## src/rtl/arbiter_rr_4x8_if.sv

```systemverilog
// rtl/arbiter_rr_4x8_if.sv - source/destination FIFO bundle seen by the round-robin router
interface arbiter_rr_4x8_if #(
  parameter int DATA_SIZE = 8,
  parameter int NUM_Q     = 4
);
  // Source VC FIFO side
  logic [NUM_Q-1:0]     fifo_empty;
  logic [NUM_Q-1:0]     fifo_error;
  logic [DATA_SIZE-1:0] data_in0;
  logic [DATA_SIZE-1:0] data_in1;
  logic [DATA_SIZE-1:0] data_in2;
  logic [DATA_SIZE-1:0] data_in3;
  logic [NUM_Q-1:0]     pop;

  // Destination FIFO side
  logic [NUM_Q-1:0]     dest_pause;
  logic [NUM_Q-1:0]     push;
  logic [DATA_SIZE-1:0] data_out;

  // Status
  logic                 idle;
  logic                 err;
  logic [4:0]           word_count;

  // Arbiter side: consumes FIFO flags and data, drives strobes and status
  modport master (
    input  fifo_empty, fifo_error, data_in0, data_in1, data_in2, data_in3, dest_pause,
    output pop, push, data_out, idle, err, word_count
  );

  // Environment side: the FIFO banks
  modport slave (
    output fifo_empty, fifo_error, data_in0, data_in1, data_in2, data_in3, dest_pause,
    input  pop, push, data_out, idle, err, word_count
  );
endinterface

```

## src/rtl/arbiter_rr_4x8.sv

```systemverilog
// rtl/arbiter_rr_4x8.sv - 4-input round-robin arbiter routing VC FIFO words to 4 destination FIFOs
module arbiter_rr_4x8 #(
  parameter int DATA_SIZE = 8,
  parameter int NUM_Q     = 4
) (
  input  logic              clk,
  input  logic              reset,
  arbiter_rr_4x8_if.master  bus
);

  typedef enum logic [1:0] {
    ST_INIT   = 2'd0,
    ST_IDLE   = 2'd1,
    ST_ACTIVE = 2'd2,
    ST_PAUSE  = 2'd3
  } state_t;

  state_t               state_q;
  state_t               state_d;
  logic [1:0]           ptr_q;
  logic [1:0]           ptr_d;

  // pop_q: read strobe this cycle; sel_q: source whose data_out_pop is valid this cycle
  logic [NUM_Q-1:0]     pop_q;
  logic [NUM_Q-1:0]     grant_d;
  logic [NUM_Q-1:0]     sel_q;
  logic [NUM_Q-1:0]     push_q;
  logic [NUM_Q-1:0]     push_d;
  logic [DATA_SIZE-1:0] data_q;
  logic [DATA_SIZE-1:0] word_mux;
  logic                 err_q;
  logic [4:0]           cnt_q;

  logic [NUM_Q-1:0]     eligible;
  logic [1:0]           win;
  logic [1:0]           idx;
  logic                 win_found;

  // A queue popped last cycle still shows a stale non-empty flag, so it sits out one cycle
  assign eligible = ~bus.fifo_empty & ~pop_q;

  // Rotating-priority search from the pointer; the loop runs backwards so the
  // closest eligible queue to the pointer is the last, winning assignment
  always_comb begin
    win       = ptr_q;
    idx       = ptr_q;
    win_found = 1'b0;
    for (int i = NUM_Q - 1; i >= 0; i--) begin
      idx = ptr_q + 2'(i);
      if (eligible[idx]) begin
        win       = idx;
        win_found = 1'b1;
      end
    end
  end

  // Next state and grant; pause outranks everything, INIT always falls to IDLE
  always_comb begin
    state_d = state_q;
    grant_d = '0;
    ptr_d   = ptr_q;
    case (state_q)
      ST_INIT: begin
        state_d = ST_IDLE;
      end
      default: begin
        if (|bus.dest_pause) begin
          state_d = ST_PAUSE;
        end else if (win_found) begin
          state_d      = ST_ACTIVE;
          grant_d[win] = 1'b1;
          ptr_d        = win + 2'd1;
        end else begin
          state_d = ST_IDLE;
        end
      end
    endcase
  end

  // State and round-robin pointer registers
  always_ff @(posedge clk or negedge reset) begin
    if (!reset) begin
      state_q <= ST_INIT;
      ptr_q   <= 2'd0;
    end else begin
      state_q <= state_d;
      ptr_q   <= ptr_d;
    end
  end

  // Select the source word that is valid this cycle (one cycle after its pop)
  always_comb begin
    word_mux = '0;
    case (sel_q)
      4'b0001: word_mux = bus.data_in0;
      4'b0010: word_mux = bus.data_in1;
      4'b0100: word_mux = bus.data_in2;
      4'b1000: word_mux = bus.data_in3;
      default: word_mux = '0;
    endcase
  end

  // Destination decode from the two MSBs of the word being forwarded
  always_comb begin
    push_d = '0;
    push_d[word_mux[DATA_SIZE-1 -: 2]] = |sel_q;
  end

  // Pop/route pipeline; it keeps draining regardless of pause so in-flight words land
  always_ff @(posedge clk or negedge reset) begin
    if (!reset) begin
      pop_q  <= '0;
      sel_q  <= '0;
      push_q <= '0;
      data_q <= '0;
    end else begin
      pop_q  <= grant_d;
      sel_q  <= pop_q;
      push_q <= push_d;
      if (|sel_q) begin
        data_q <= word_mux;
      end
    end
  end

  // Sticky error flag and modulo-32 count of pushed words
  always_ff @(posedge clk or negedge reset) begin
    if (!reset) begin
      err_q <= 1'b0;
      cnt_q <= 5'd0;
    end else begin
      err_q <= err_q | (|bus.fifo_error);
      cnt_q <= cnt_q + {4'd0, |push_q};
    end
  end

  assign bus.pop        = pop_q;
  assign bus.push       = push_q;
  assign bus.data_out   = data_q;
  assign bus.idle       = (state_q == ST_IDLE);
  assign bus.err        = err_q;
  assign bus.word_count = cnt_q;

  // Strobes must never select two queues at once
  a_pop_onehot: assert property (@(posedge clk) disable iff (!reset) $onehot0(pop_q));
  a_push_onehot: assert property (@(posedge clk) disable iff (!reset) $onehot0(push_q));

endmodule

```

## src/flat_wrapper.sv

```systemverilog
// flat-port wrapper written by rule: the top's interface ports become plain ports
module arbiter_rr_4x8_flat 
#(
  parameter int DATA_SIZE = 8,
  parameter int NUM_Q     = 4
)
  (clk, reset, bus_fifo_empty, bus_fifo_error, bus_data_in0, bus_data_in1, bus_data_in2, bus_data_in3, bus_dest_pause, bus_pop, bus_push, bus_data_out, bus_idle, bus_err, bus_word_count);
  arbiter_rr_4x8_if #(.DATA_SIZE(DATA_SIZE), .NUM_Q(NUM_Q)) bus_i ();
  input  logic clk;
  input  logic reset;
  input wire logic [$bits(bus_i.fifo_empty)-1:0] bus_fifo_empty;
  input wire logic [$bits(bus_i.fifo_error)-1:0] bus_fifo_error;
  input wire logic [$bits(bus_i.data_in0)-1:0] bus_data_in0;
  input wire logic [$bits(bus_i.data_in1)-1:0] bus_data_in1;
  input wire logic [$bits(bus_i.data_in2)-1:0] bus_data_in2;
  input wire logic [$bits(bus_i.data_in3)-1:0] bus_data_in3;
  input wire logic [$bits(bus_i.dest_pause)-1:0] bus_dest_pause;
  output wire logic [$bits(bus_i.pop)-1:0] bus_pop;
  output wire logic [$bits(bus_i.push)-1:0] bus_push;
  output wire logic [$bits(bus_i.data_out)-1:0] bus_data_out;
  output wire logic [$bits(bus_i.idle)-1:0] bus_idle;
  output wire logic [$bits(bus_i.err)-1:0] bus_err;
  output wire logic [$bits(bus_i.word_count)-1:0] bus_word_count;
  assign bus_i.fifo_empty = bus_fifo_empty;
  assign bus_i.fifo_error = bus_fifo_error;
  assign bus_i.data_in0 = bus_data_in0;
  assign bus_i.data_in1 = bus_data_in1;
  assign bus_i.data_in2 = bus_data_in2;
  assign bus_i.data_in3 = bus_data_in3;
  assign bus_i.dest_pause = bus_dest_pause;
  assign bus_pop = bus_i.pop;
  assign bus_push = bus_i.push;
  assign bus_data_out = bus_i.data_out;
  assign bus_idle = bus_i.idle;
  assign bus_err = bus_i.err;
  assign bus_word_count = bus_i.word_count;
  arbiter_rr_4x8 #(.DATA_SIZE(DATA_SIZE), .NUM_Q(NUM_Q)) u_core (.clk(clk), .reset(reset), .bus(bus_i));
endmodule
```

## config.mk

```make
export PLATFORM = sky130hd
export DESIGN_NAME = arbiter_rr_4x8_flat
export DESIGN_NICKNAME = d
export VERILOG_FILES = /design/src/rtl/arbiter_rr_4x8_if.sv /design/src/rtl/arbiter_rr_4x8.sv /design/src/flat_wrapper.sv
export SDC_FILE = /design/constraint.sdc
export NUM_CORES = 1
export LEC_CHECK = 0
export ABC_AREA = 1
export BUFFER_PORTS_ARGS = -buffer_cell sky130_fd_sc_hd__buf_4
export CAP_MARGIN = 40
export CORE_ASPECT_RATIO = 0.8
export CORE_UTILIZATION = 30
export CTS_BUF_LIST = sky130_fd_sc_hd__clkbuf_8
export CTS_CLUSTER_DIAMETER = 200
export DETAILED_ROUTE_END_ITERATION = 16
export MAX_ROUTING_LAYER = met4
export SYNTH_ARGS = -nofsm -noshare
export SYNTH_HDL_FRONTEND = slang
export SYNTH_SLANG_ARGS = --single-unit
```

## constraint.sdc

```tcl
create_clock -name clk -period 1.4 [get_ports clk]
set_input_delay 0.14 -clock clk [delete_from_list [all_inputs] [get_ports clk]]
set_output_delay 0.14 -clock clk [all_outputs]
set_load 0.1 [all_outputs]
```

==> impl_metrics.json, run 1 <==
{
  "path_clk_slew_ps": 60,
  "synth_cells": 184,
  "wl_um": 4320,
  "antenna_left": 0,
  "syn_to_final_growth_pct": 76.9,
  "root_buffer": "clkbuf_8",
  "ios": 69,
  "track_usage_pct": 17.1,
  "status": "complete, but fails checks",
  "startpoint_type": "register",
  "drtPass1Iterations": 4,
  "vdd_ir_drop_max_uv": 1590,
  "highest_layer": "met4",
  "cp.arrival_ps": 1790,
  "ys_seq_area_share_pct": 47.6,
  "slew_headroom_pct": 75.3,
  "powerDensity_nw_per_um2": 2280,
  "rrSetupSlack_ps": -200,
  "final_cell_mix": "buf_4, nand2_1, nand2_2",
  "fp.coreArea_um2": 5040,
  "cts_buffers": 5,
  "hold_path_depth": 3,
  "nets": 336,
  "crit_type": "register to register",
  "vias_per_cell": 4.60,
  "p_total_mw": 6.37,
  "route.met2.wl_um": 1940,
  "worstMarginPinSlew_ps": 371,
  "finalWorstSetupSlack_ps": -198,
  "grt_max_degree": 31,
  "n_antenna_cell": 0,
  "crit_start": "u_core.bus.push[2]",
  "synth_edf_count": 0,
  "synth_fp_nets": 232,
  "end_kind": "register",
  "fmax_mhz": 626,
  "setup_viol": 11,
  "r2r-end": "u_core.bus.word_count[4]",
  "async_reset_ff_share_pct": 100,
  "post-route-drc-count": 0,
  "period_share_pct": 114,
  "rr_startpoint": "u_core.bus.push[2]",
  "final_common_cell": "buf_4",
  "synth_flop_cell": "dfrtp_1",
  "maxCapViolations": 0,
  "overflow": 0,
  "gp_congestion": 0.810,
  "synth_area_per_cell_um2": 8.57,
  "die_y_um": 66.9,
  "die-width_um": 83.1,
  "worstPathCellList": "or4_4 -> ha_4 -> ha_4 -> nand3_2 -> xnor2_1",
  "synth.distinct_cells": 29,
  "grt_pass1_vias": 1532,
  "htree_levels": 2,
  "syn_area_um2": 1580,
  "wl_per_cell_um": 12.3,
  "clock-sinks": 30,
  "cts_tree": "yes",
  "worstRegToRegCells": 5,
  "whs_endpoint": "u_core.bus.err",
  "dp_hpwl_um": 3200,
  "violations": "negative setup slack",
  "rsz0062_at_grt": "true",
  "yosys_warnings": 0,
  "port-buffer-count": 68,
  "vias": 1615,
  "clock_skew_ps": 7.09,
  "hp-start": "bus_fifo_error[0]",
  "clk_path_buf_depth": 2,
  "wl_met3_um": 259,
  "worstPathRequired_ps": 1600,
  "initial_core_util_pct": 31.3,
  "drive_gt1_share_pct": 66.1,
  "worstPathMaxFanout": 2,
  "rows": 23,
  "antenna_found_initial": 0,
  "clk_latency_ps": 270,
  "period_needed_ps": 1600,
  "finalHoldViolations": 0,
  "synth_seq_cells": 30,
  "cp_common_cell": "ha_4",
  "crit_slowest_cell": "or4_4",
  "wl_met1_um": 2080,
  "p_leak_nw": 1.40,
  "min_path_type": "input port to register",
  "fp.dieArea_um2": 5560,
  "tns_ps": -1090,
  "final_util_pct": 55.4,
  "grt_pass1_wl_um": 7180,
  "slew_viol_final": 0,
  "first_iter_violations": 35,
  "max_stage_delay_ps": 550
}
==> stage by stage <==
| stage | instance area (um^2) | setup slack [ps] | hold slack (ps) | std cells |
|---|---|---|---|---|
| finish | 2790 | -198 | 47.9 | 351 |
| global route | 2790 | -242 | 49.2 | 351 |
| CTS | 2690 | -207 | 34.5 | 348 |
| detailed placement | 2410 | -190 | 90.7 | 336 |
| global placement | 2410 | -180 | 92.3 | 336 |
| floorplan | 1660 | -413 | -156 | 184 |
==> synth_stat cells, types with 2 or more instances <==
library cell	n	area share, %
nand3_2	6	3.8
ha_1	2	1.6
a221o_1	6	3.8
dfrtp_1	30	48
nor3_4	2	2.1
nand4_1	3	1.2
nand2_1	54	13
inv_1	17	4.0
nand3_1	8	2.5
nor2_1	18	4.3
xnor2_1	2	1.1
inv_2	7	1.7
o211ai_1	6	2.9
nor2_2	2	0.79
nand2_2	7	2.8
==> cells by family (layout without fill, tap and decap cells) <==
family	count (synthesis)	after routing	synth area share [%]
AO/OA/AOI/OAI	19	19	9.75
XOR/XNOR	3	3	1.67
adder cells (fa/ha/maj)	2	2	1.59
buffers and inverters	26	131	6.98
flip-flops	30	30	47.6
AND/OR/NAND/NOR	104	104	32.4
==> metal layers <==
layer | global-route usage [%] | vias up
met3 | 4.71 | 5
met4 | 5.17 | 0
met1 | 21.8 | 748
li1 | - | 810
met5 | - | -
met2 | 26.6 | 52
==> cell type report <==
type,count,area (um^2)
Clock buffer,5,68.8
Clock inverter,3,37.5
Fill cell,477,2240
Inverter,25,104
Multi-Input combinational cell,128,970
Sequential cell,30,777
Tap cell,62,77.6
Timing Repair Buffer,98,757
==> timing repair <==
action,CTS,global route
setup buffers,3,3
setup endpoints to repair,17,21
hold buffers,1,0
resized for setup,41,26
cloned,0,0
pin swaps,23,25
hold endpoints to repair,30,0
==> critical path: cells and delay by family (launching register included) <==
| family | cells | cell delay, ps |
|---|---|---|
| xor gates and xnor gates | 1 | 110 |
| and+or+nand+nor | 2 | 620 |
| DFF | 1 | 470 |
| adders and majority gates | 2 | 330 |
==> state kept, by name, summed over array words and instances (netlist names) <==
signal and count:
u_core.bus.push 4, u_core.bus.err 1, u_core.bus.data_out 8, u_core.bus.word_count 5, u_core.bus.pop 4, u_core.ptr_q 2, u_core.state_q 2, u_core.sel_q 4
==> how the worst max path moves through the flow <==
| stage | end | cells after the start | slack, ps |
|---|---|---|---|
| finish | u_core.bus.word_count[4] | 5 | -200 |
| global route | u_core.bus.word_count[4] | 5 | -240 |
| CTS | u_core.bus.word_count[4] | 5 | -210 |
| detailed placement | u_core.bus.word_count[2] | 4 | -190 |
| global placement | u_core.bus.word_count[2] | 4 | -180 |
| floorplan | u_core.bus.word_count[4] | 5 | -410 |
==> power breakdown <==
group          leakage [nW]  switching, mW  internal, mW
Combinational         0.977           2.87          1.31
Sequential            0.362          0.234          1.14
Clock                0.0607          0.303         0.517
Total                  1.40           3.41          2.97
No activity file was read; power rests on OpenSTA's default activity.
==> run 2: changes to the inputs <==
==> constraint.sdc (replaced) <==
create_clock -name clk -period 1.41 [get_ports clk]
set_input_delay 0.141 -clock clk [delete_from_list [all_inputs] [get_ports clk]]
set_output_delay 0.141 -clock clk [all_outputs]
set_load 0.1 [all_outputs]
==> impl_metrics.json, run 2 (same netlist as run 1, synthesis figures left out) <==
{
  "htree_levels": 2,
  "worstPathCellList": "or4_4 -> ha_4 -> ha_4 -> nand3_2 -> xnor2_1",
  "clk_latency_ps": 280,
  "dp_hpwl_um": 3180,
  "grt_max_degree": 31,
  "die-width_um": 83.1,
  "setup_viol": 11,
  "antenna_found_initial": 0,
  "final_common_cell": "buf_4",
  "wl_um": 4540,
  "startpoint_type": "register",
  "worstPathMaxFanout": 2,
  "finalWorstSetupSlack_ps": -193,
  "slew_headroom_pct": 75.0,
  "vias_per_cell": 4.59,
  "finalHoldViolations": 0,
  "gp_congestion": 0.822,
  "max_stage_delay_ps": 550,
  "crit_slowest_cell": "or4_4",
  "wl_per_cell_um": 13.0,
  "fp.coreArea_um2": 5040,
  "n_fill_cell": 456,
  "p_leak_nw": 1.42,
  "dp_slack_ps": -181,
  "cts_tree": "yes",
  "ios": 69,
  "post-route-drc-count": 0,
  "grt_pass1_vias": 1557,
  "final_cell_mix": "buf_4, nand2_1, dfrtp_1",
  "drive_gt1_share_pct": 68.4,
  "place_area_um2": 2400,
  "status": "complete, but fails checks",
  "nets": 335,
  "path_clk_slew_ps": 60,
  "rows": 23,
  "largest_register_ffs": 8,
  "min_path_type": "input port to register",
  "cts_buffers": 5,
  "grt_pass1_wl_um": 7090,
  "clk_path_buf_depth": 2,
  "drtPass1Iterations": 4,
  "vias": 1605,
  "vdd_ir_drop_max_uv": 1520,
  "layout.area.seq_um2": 779,
  "powerDensity_nw_per_um2": 2290,
  "fin_area_um2": 2870,
  "maxCapViolations": 0,
  "initial_core_util_pct": 31.3,
  "violations": "negative setup slack",
  "rsz0062_at_grt": "true",
  "end_kind": "register",
  "clock-sinks": 30,
  "worstPathRequired_ps": 1610,
  "n_antenna_cell": 0,
  "period_needed_ps": 1600,
  "root_buffer": "clkbuf_8",
  "track_usage_pct": 17.0,
  "worstMarginPinSlew_ps": 375,
  "port-buffer-count": 68,
  "antenna_left": 0,
  "first_iter_violations": 49,
  "cp_common_cell": "ha_4",
  "crit_type": "register to register",
  "fp.dieArea_um2": 5560,
  "clock_skew_ps": 3.85,
  "fmax_mhz": 624,
  "slew_viol_final": 0,
  "overflow": 0,
  "period_share_pct": 114,
  "syn_to_final_growth_pct": 82.0,
  "multiInputGateArea_um2": 1040,
  "die_y_um": 66.9,
  "cp.arrival_ps": 1800
}
run 2: final timing paths:
kind,from,to,slack [ps],cells after the start
setup / recovery,u_core.bus.push[2],u_core.bus.word_count[4],-190,5
hold / removal,bus_fifo_error[0],u_core.bus.err,50,3
setup reg to reg,u_core.bus.push[2],u_core.bus.word_count[4],-190,5
hold reg to reg,u_core.bus.err,u_core.bus.err,460,2
max in group asynchronous,reset,u_core.bus.pop[1],770,2
min in group asynchronous,reset,u_core.bus.word_count[3],330,2
run 2: timing repair:
item | CTS | global route
buffers inserted | 4 | 3
resized for setup | 39 | 47
hold buffers | 1 | 0
endpoints found under the hold margin | 30 | 0
pin swaps | 23 | 19
endpoints found under the setup margin | 18 | 22
run 2: layer usage:
metal	global-route usage (%)	vias up	wire length [um]
met5	-	-	0
met4	6.25	0	82
met3	5.20	9	318
met2	27.0	64	2140
met1	20.6	723	2000
li1	-	809	-
run 2: cell type report:
type,instances,area share (%)
clock buffer,5,2.40
multi-input combinational,128,36.3
tap,62,2.70
clock inverter,3,1.44
timing repair buffer,97,26.2
inverter,25,3.79
sequential,30,27.1
run 2: critical path: cells and delay by family (launching register included):
family | cells | cell delay [ps]
adders and majority gates | 2 | 330
xor gates and xnor gates | 1 | 110
DFF | 1 | 470
and+or+nand+nor | 2 | 620
run 2: power breakdown:
part	leakage, nW	switching [mW]	internal (mW)
registers	0.359	0.247	1.13
clock network	0.0556	0.308	0.519
logic	1.01	3.00	1.37
total	1.42	3.56	3.02
run 2: stage by stage:
step	instances	setup TNS, ps	power, mW	hold WS (ps)	utilization (%)
floorplan	184	-2200	4.05	-155	-
global placement	335	-1140	4.97	92.7	47.7
finish	350	-1280	6.58	46.4	57.0
detailed placement	335	-1390	4.97	90.1	47.7
CTS	348	-1050	6.16	37.2	53.3
global route	350	-2400	6.93	51.4	57.0
